--- src/rtl/fft16_seq.sv ---
// Control sequencer for one 16-point radix-2 FFT: loads 16 samples, steps four
// butterfly stages with a registered capture strobe, then streams 16 result bins.
module fft16_seq #(
    parameter int unsigned STAGE_CYC = 2,
    parameter bit          BITREV    = 1'b1
) (
    input  logic       clk,
    input  logic       rst_n,
    input  logic       in_valid_i,
    output logic       in_ready_o,
    output logic       load_en_o,
    output logic [3:0] load_idx_o,
    output logic [1:0] stage_o,
    output logic       src_sel_o,
    output logic       ram_we_o,
    output logic       out_valid_o,
    input  logic       out_ready_i,
    output logic [3:0] out_idx_o,
    output logic       out_last_o,
    output logic       busy_o,
    output logic       done_o
);

    localparam logic [1:0] S_IDLE  = 2'd0;
    localparam logic [1:0] S_LOAD  = 2'd1;
    localparam logic [1:0] S_STAGE = 2'd2;
    localparam logic [1:0] S_DRAIN = 2'd3;

    localparam logic [3:0] CYC_LAST = 4'(STAGE_CYC);

    logic [1:0] state_q, state_d;
    logic [3:0] cnt_q, cnt_d;
    logic [1:0] stg_q, stg_d;
    logic [3:0] cyc_q, cyc_d;
    logic       ram_we_q, ram_we_d;
    logic       done_q, done_d;
    logic       ready_q;

    logic       loading;
    logic       draining;
    logic       accept;
    logic       beat;
    logic [3:0] cnt_rev;

    generate
        for (genvar gi = 0; gi < 4; gi++) begin : g_rev
            assign cnt_rev[gi] = cnt_q[3-gi];
        end
    endgenerate

    assign loading  = (state_q == S_IDLE) || (state_q == S_LOAD);
    assign draining = (state_q == S_DRAIN);
    // ready_q keeps in_ready low until the first clock edge after reset release
    assign accept   = in_valid_i && ready_q && loading;
    assign beat     = draining && out_ready_i;

    always_comb begin
        state_d = state_q;
        cnt_d   = cnt_q;
        stg_d   = stg_q;
        cyc_d   = cyc_q;
        done_d  = 1'b0;
        case (state_q)
            S_IDLE, S_LOAD: begin
                if (accept) begin
                    cnt_d   = cnt_q + 4'd1;
                    state_d = S_LOAD;
                    if (cnt_q == 4'd15) begin
                        state_d = S_STAGE;
                        stg_d   = 2'd0;
                        cyc_d   = 4'd0;
                    end
                end
            end
            S_STAGE: begin
                if (cyc_q == CYC_LAST) begin
                    cyc_d = 4'd0;
                    stg_d = stg_q + 2'd1;
                    if (stg_q == 2'd3) begin
                        state_d = S_DRAIN;
                        cnt_d   = 4'd0;
                    end
                end else begin
                    cyc_d = cyc_q + 4'd1;
                end
            end
            S_DRAIN: begin
                if (beat) begin
                    cnt_d = cnt_q + 4'd1;
                    if (cnt_q == 4'd15) begin
                        state_d = S_IDLE;
                        done_d  = 1'b1;
                    end
                end
            end
            default: state_d = S_IDLE;
        endcase
        // Strobe is decoded from next-state so it leaves a flop glitch-free
        ram_we_d = (state_d == S_STAGE) && (cyc_d == CYC_LAST);
    end

    always_ff @(posedge clk or negedge rst_n) begin
        if (!rst_n) begin
            state_q  <= S_IDLE;
            cnt_q    <= 4'd0;
            stg_q    <= 2'd0;
            cyc_q    <= 4'd0;
            ram_we_q <= 1'b0;
            done_q   <= 1'b0;
            ready_q  <= 1'b0;
        end else begin
            state_q  <= state_d;
            cnt_q    <= cnt_d;
            stg_q    <= stg_d;
            cyc_q    <= cyc_d;
            ram_we_q <= ram_we_d;
            done_q   <= done_d;
            ready_q  <= 1'b1;
        end
    end

    assign in_ready_o  = ready_q && loading;
    assign load_en_o   = accept;
    assign load_idx_o  = loading ? cnt_q : 4'd0;
    assign stage_o     = (state_q == S_STAGE) ? stg_q : 2'd0;
    assign src_sel_o   = (state_q == S_STAGE) && (stg_q != 2'd0);
    assign ram_we_o    = ram_we_q;
    assign out_valid_o = draining;
    assign out_idx_o   = draining ? (BITREV ? cnt_rev : cnt_q) : 4'd0;
    assign out_last_o  = draining && (cnt_q == 4'd15);
    assign busy_o      = (state_q != S_IDLE);
    assign done_o      = done_q;

endmodule

--- config.mk ---
export PLATFORM = sky130hd
export DESIGN_NAME = fft16_seq
export DESIGN_NICKNAME = d
export VERILOG_FILES = /design/src/rtl/fft16_seq.sv
export SDC_FILE = /design/constraint.sdc
export NUM_CORES = 1
export LEC_CHECK = 0
export ABC_AREA = 1
export BUFFER_PORTS_ARGS = -buffer_cell sky130_fd_sc_hd__clkbuf_2
export CELL_PAD_IN_SITES_DETAIL_PLACEMENT = 1
export CELL_PAD_IN_SITES_GLOBAL_PLACEMENT = 2
export CORE_MARGIN = 2
export CORE_UTILIZATION = 31
export DETAILED_ROUTE_END_ITERATION = 10
export GPL_ROUTABILITY_DRIVEN = 0
export PLACE_DENSITY = 0.84
export SYNTH_ARGS = -nofsm -noshare
export SYNTH_HDL_FRONTEND = slang
export SYNTH_SLANG_ARGS = --single-unit
export TNS_END_PERCENT = 10
--- constraint.sdc ---
create_clock -name clk -period 3.9 [get_ports clk]
set_input_delay 0.78 -clock clk [delete_from_list [all_inputs] [get_ports clk]]
set_output_delay 0.78 -clock clk [all_outputs]
set_load 0.01 [all_outputs]
# --- Yosys cells after proc, flatten, opt, wreduce, memory -nomap -nowiden ---
# Index checks and enable logic that the tools add are counted.
totals:
  word_cells: 64
  in_bits: 4
  regBits: 15
op_classes:
  n_mux: 26
  n_eq_ne: 13
  addsub: 3
  reduce_logical: 15
op_table:
  columns: ["op", "count"]
  rows:
  - ["4-bit 2-to-1 mux", 9]
  - ["2-bit 2-to-1 mux", 10]
  - ["4-bit case mux with 3 select lines", 1]
  - ["4-bit by 1-bit adder with 4-bit output (second input constant)", 2]
  - ["2-bit equality test (second input constant)", 4]
  - ["4-bit by 2-bit equality test with 1-bit output (second input constant)", 2]
  - ["2-bit inequality test (second input constant)", 4]
  - ["4-bit case mux with 2 select lines", 1]
  - ["4-bit AND reduction", 2]
  - ["1-bit logical AND", 7]
  - ["2-bit case mux with 3 select lines", 1]
  - ["2-bit nonzero test", 3]
  - ["4-bit equality test (second input constant)", 1]
  - ["2-bit case mux with 2 select lines", 1]
  - ["1-bit 2-to-1 mux", 3]
  - ["2-bit by 1-bit adder with 2-bit output (second input constant)", 1]
  - ["2-bit by 1-bit equality test with 1-bit output (second input constant)", 1]
  - ["2-bit logical NOT", 1]
  - ["2-bit by 1-bit inequality test with 1-bit output (second input constant)", 1]
  - ["2-bit OR reduction", 1]
  - ["1-bit logical OR", 1]

# --- Depth between registers and ports, before layout ---
depth:
  ltp_word: 7
  depth_mapped: 10
  depth_no_buf: 9

# --- Worst setup path after synthesis ---
# No wires, ideal clock.
synth_path:
  kind: "input -> output"
  start: "input port in_valid_i"
  end: "output port load_en_o"
  stages: 2
  path_buffers: 0
  arrival_ps: 1013
  path_slack_ps: 2107
  cell_sequence: "nand2_1 > nor2_2"
synth_between:
  elab_chain_len: 2
synth_rtl:
  columns: ["item", "line", "text"]
  rows:
  - ["from (decl)", "9", "input logic in_valid_i,"]
  - ["1-bit logical AND (2 in series)", "54", "assign accept = in_valid_i && ready_q && loading;"]
  - ["to (decl)", "11", "output logic load_en_o,"]
# Every way passes these cells.

# --- Worst setup path after layout ---
layout_path:
  start: "register state_q[1]"
  end: "output port stage_o[0]"
layout_between:
  elab_chain_len: 2
layout_rtl:
  columns: ["item", "line", "text"]
  rows:
  - ["from (decl)", "31", "logic [1:0] state_q, state_d;"]
  - ["from (signal assigned)", "112", "state_q <= state_d;"]
  - ["2-bit equality test", "125", "assign stage_o = (state_q == S_STAGE) ? stg_q : 2'd0;"]
  - ["2-bit 2-to-1 mux", "125", null]
  - ["to (decl)", "13", "output logic [1:0] stage_o,"]
# Every way passes these cells.

==> impl_metrics.json <==
{
  "syn_nets": 133,
  "firstDrtPassIters": 4,
  "leakagePower_nw": 0.617,
  "cts_resized": 0,
  "dpl.hpwl_mm": 1.79,
  "numPortBuffers": 21,
  "holdCritPathClass": "in2async",
  "critical_path_class": "reg2out",
  "htreeDepth": 1,
  "grt_remaining_overflow": 0,
  "io_pins": 22,
  "fin_cells": 178,
  "setup_slack_ns": 1.62,
  "rrSetupSlack_ns": 2.30,
  "grt_max_degree": 16,
  "antenna_found_initial": 0,
  "start_util_pct": 32.9,
  "dieHeight_um": 58.4,
  "synth_area_um2": 916,
  "critPathMaxFanout": 12,
  "cts_tree": "built",
  "wl_mm": 2.14,
  "drive_gt1_share_pct": 25.2,
  "worstRegToRegCells": 8,
  "cp_num_cells": 5,
  "nets": 157,
  "die_area_um2": 3410,
  "hold_viol": 0,
  "ant_nets": 0,
  "cpLargestDelayFamily": "flip-flops",
  "cpPeakStageDelay_ns": 0.58,
  "vias": 840,
  "startpoint_type": "flop",
  "ir_drop_uv": 269,
  "mostFrequentLayoutCells": "nand2_1, clkbuf_2, nor2_1",
  "yosys-top-cells-area": "dfrtp_1, nand2_1, nor2_1",
  "area_growth_pct": 16.3,
  "required_ns": 3.12,
  "period_share_pct": 58.5,
  "rows": 19,
  "synth_top_area_share_pct": 41.0,
  "die_x_um": 58.4,
  "fin_hold_ws_ns": 0.403,
  "outcome": "completed",
  "setup_tns_ns": 0,
  "worstSkewPairLatency_ns": 0.28,
  "syn_inst": 124,
  "yosysSeqAreaShare_pct": 41.0,
  "fp.coreArea_um2": 2780,
  "r2r-end": "cnt_q[1]",
  "synth_seq_cells": 15,
  "cts-root-buf": "clkbuf_4",
  "fin_area_um2": 1060,
  "ctsHoldBuffers": 0,
  "worstReg2RegStart": "cyc_q[0]",
  "cts_buffers": 3,
  "cts_num_sinks": 15,
  "synth.avg_cell_area_um2": 7.39,
  "gr-usage-all-layers_pct": 14.3,
  "dp_slack_ns": 1.88,
  "viasPerCell": 4.72,
  "rsz0062_at_grt": "no",
  "slew_violations": 0,
  "yosysWarnings": 0,
  "finalClockSkew_ns": 0.000835,
  "end_kind": "primary output",
  "dp.cells": 174,
  "clk_pin_slew_worst_paths_ns": 0.09,
  "power-per-cell-area_nw_per_um2": 591,
  "first_iter_violations": 15,
  "slowest_stage": "dfrtp_1",
  "cap_viol_max_count": 0,
  "post_dp_cell_area_um2": 1040,
  "layout_commonest_cell": "nand2_1",
  "yosys.area.top_type": "dfrtp_1",
  "grt_pass1_vias": 824,
  "setup.worst_path.end": "stage_o[0]",
  "setup_viol": 0,
  "crit_chain": "inv_4 -> nor2_4 -> inv_2 -> nor2_1 -> clkbuf_2",
  "path_buf_inv": 3,
  "drc_errors": 0,
  "netlist-cell-type-count": 19,
  "crit_start": "state_q[1]",
  "cts_buffer_depth": 2,
  "worst-endpoint-arrival_ns": 1.50,
  "wire_per_inst_um": 12.0,
  "diodes": 0,
  "max_clock_freq_ghz": 0.438,
  "grt_first_pass_wirelength_mm": 3.67,
  "period_needed_ns": 2.28,
  "post_cts_buffers": 0
}
==> final cells by class <==
| type | count | area, µm² |
|---|---|---|
| clock inverter | 1 | 5.00 |
| inverter | 22 | 85.1 |
| fill | 357 | 1720 |
| tap | 31 | 38.8 |
| multi-input combinational | 85 | 433 |
| clock buffer | 3 | 22.5 |
| sequential | 15 | 375 |
| timing repair buffer | 21 | 105 |
==> how the worst min path moves through the flow <==
stage,startpoint,slack [ns],to
2_1_floorplan,stg_q[1],0.47,stg_q[1]
3_3_place_gp,stg_q[0],0.49,stg_q[0]
3_5_place_dp,stg_q[1],0.51,stg_q[1]
4_1_cts,rst_n,0.40,cnt_q[2]
5_1_grt,rst_n,0.40,ram_we_o
6_report,rst_n,0.40,cnt_q[2]
==> state kept, by name (all words and copies together), names as in the netlist <==
register  flops
ready_q       1
ram_we_o      1
cyc_q         4
state_q       2
done_o        1
cnt_q         4
stg_q         2
==> synthesized netlist by cell type <==
master	instances
inv_2	2
nand3_2	1
dfrtp_1	15
o21ai_0	6
nand2_1	27
nand2_2	3
or2_2	1
nand3_1	12
nor3_1	1
nor2_2	3
ha_1	5
inv_4	1
inv_1	19
conb_1	1
xor2_1	2
nand4_1	2
nor2_1	20
nor2_4	1
buf_6	2
==> power by group <==
part,switching (mW),total [mW],internal (mW)
combinational,0.176,0.277,0.101
sequential,0.0587,0.266,0.207
clock,0.0480,0.0860,0.0380
total,0.282,0.629,0.347
==> per-stage QoR <==
stage | util, % | power (mW)
after floorplan | - | 0.468
after global placement | 37.3 | 0.538
after detailed placement | 37.3 | 0.555
after CTS | 38.3 | 0.645
after global routing | 38.3 | 0.703
final | 38.3 | 0.629
==> per-layer routing <==
metal / GRT usage (%) / part of all wire (%) / up-vias
met5: 0 / 0 / -
met4: 2.66 / 0.61 / 0
met3: 4.84 / 2.2 / 2
met2: 25.8 / 54 / 11
met1: 16.4 / 44 / 403
li1: - / - / 424
==> cell families after synthesis <==
group | after synthesis | synth area share (%)
flops | 15 | 41.0
other cells | 1 | 0.409
xor+xnor | 2 | 1.91
compound gates | 6 | 3.28
simple gates | 71 | 34.8
fa+ha+maj | 5 | 6.83
buf+inv | 24 | 11.7
Note: power is estimated with default switching activity, not from simulation.
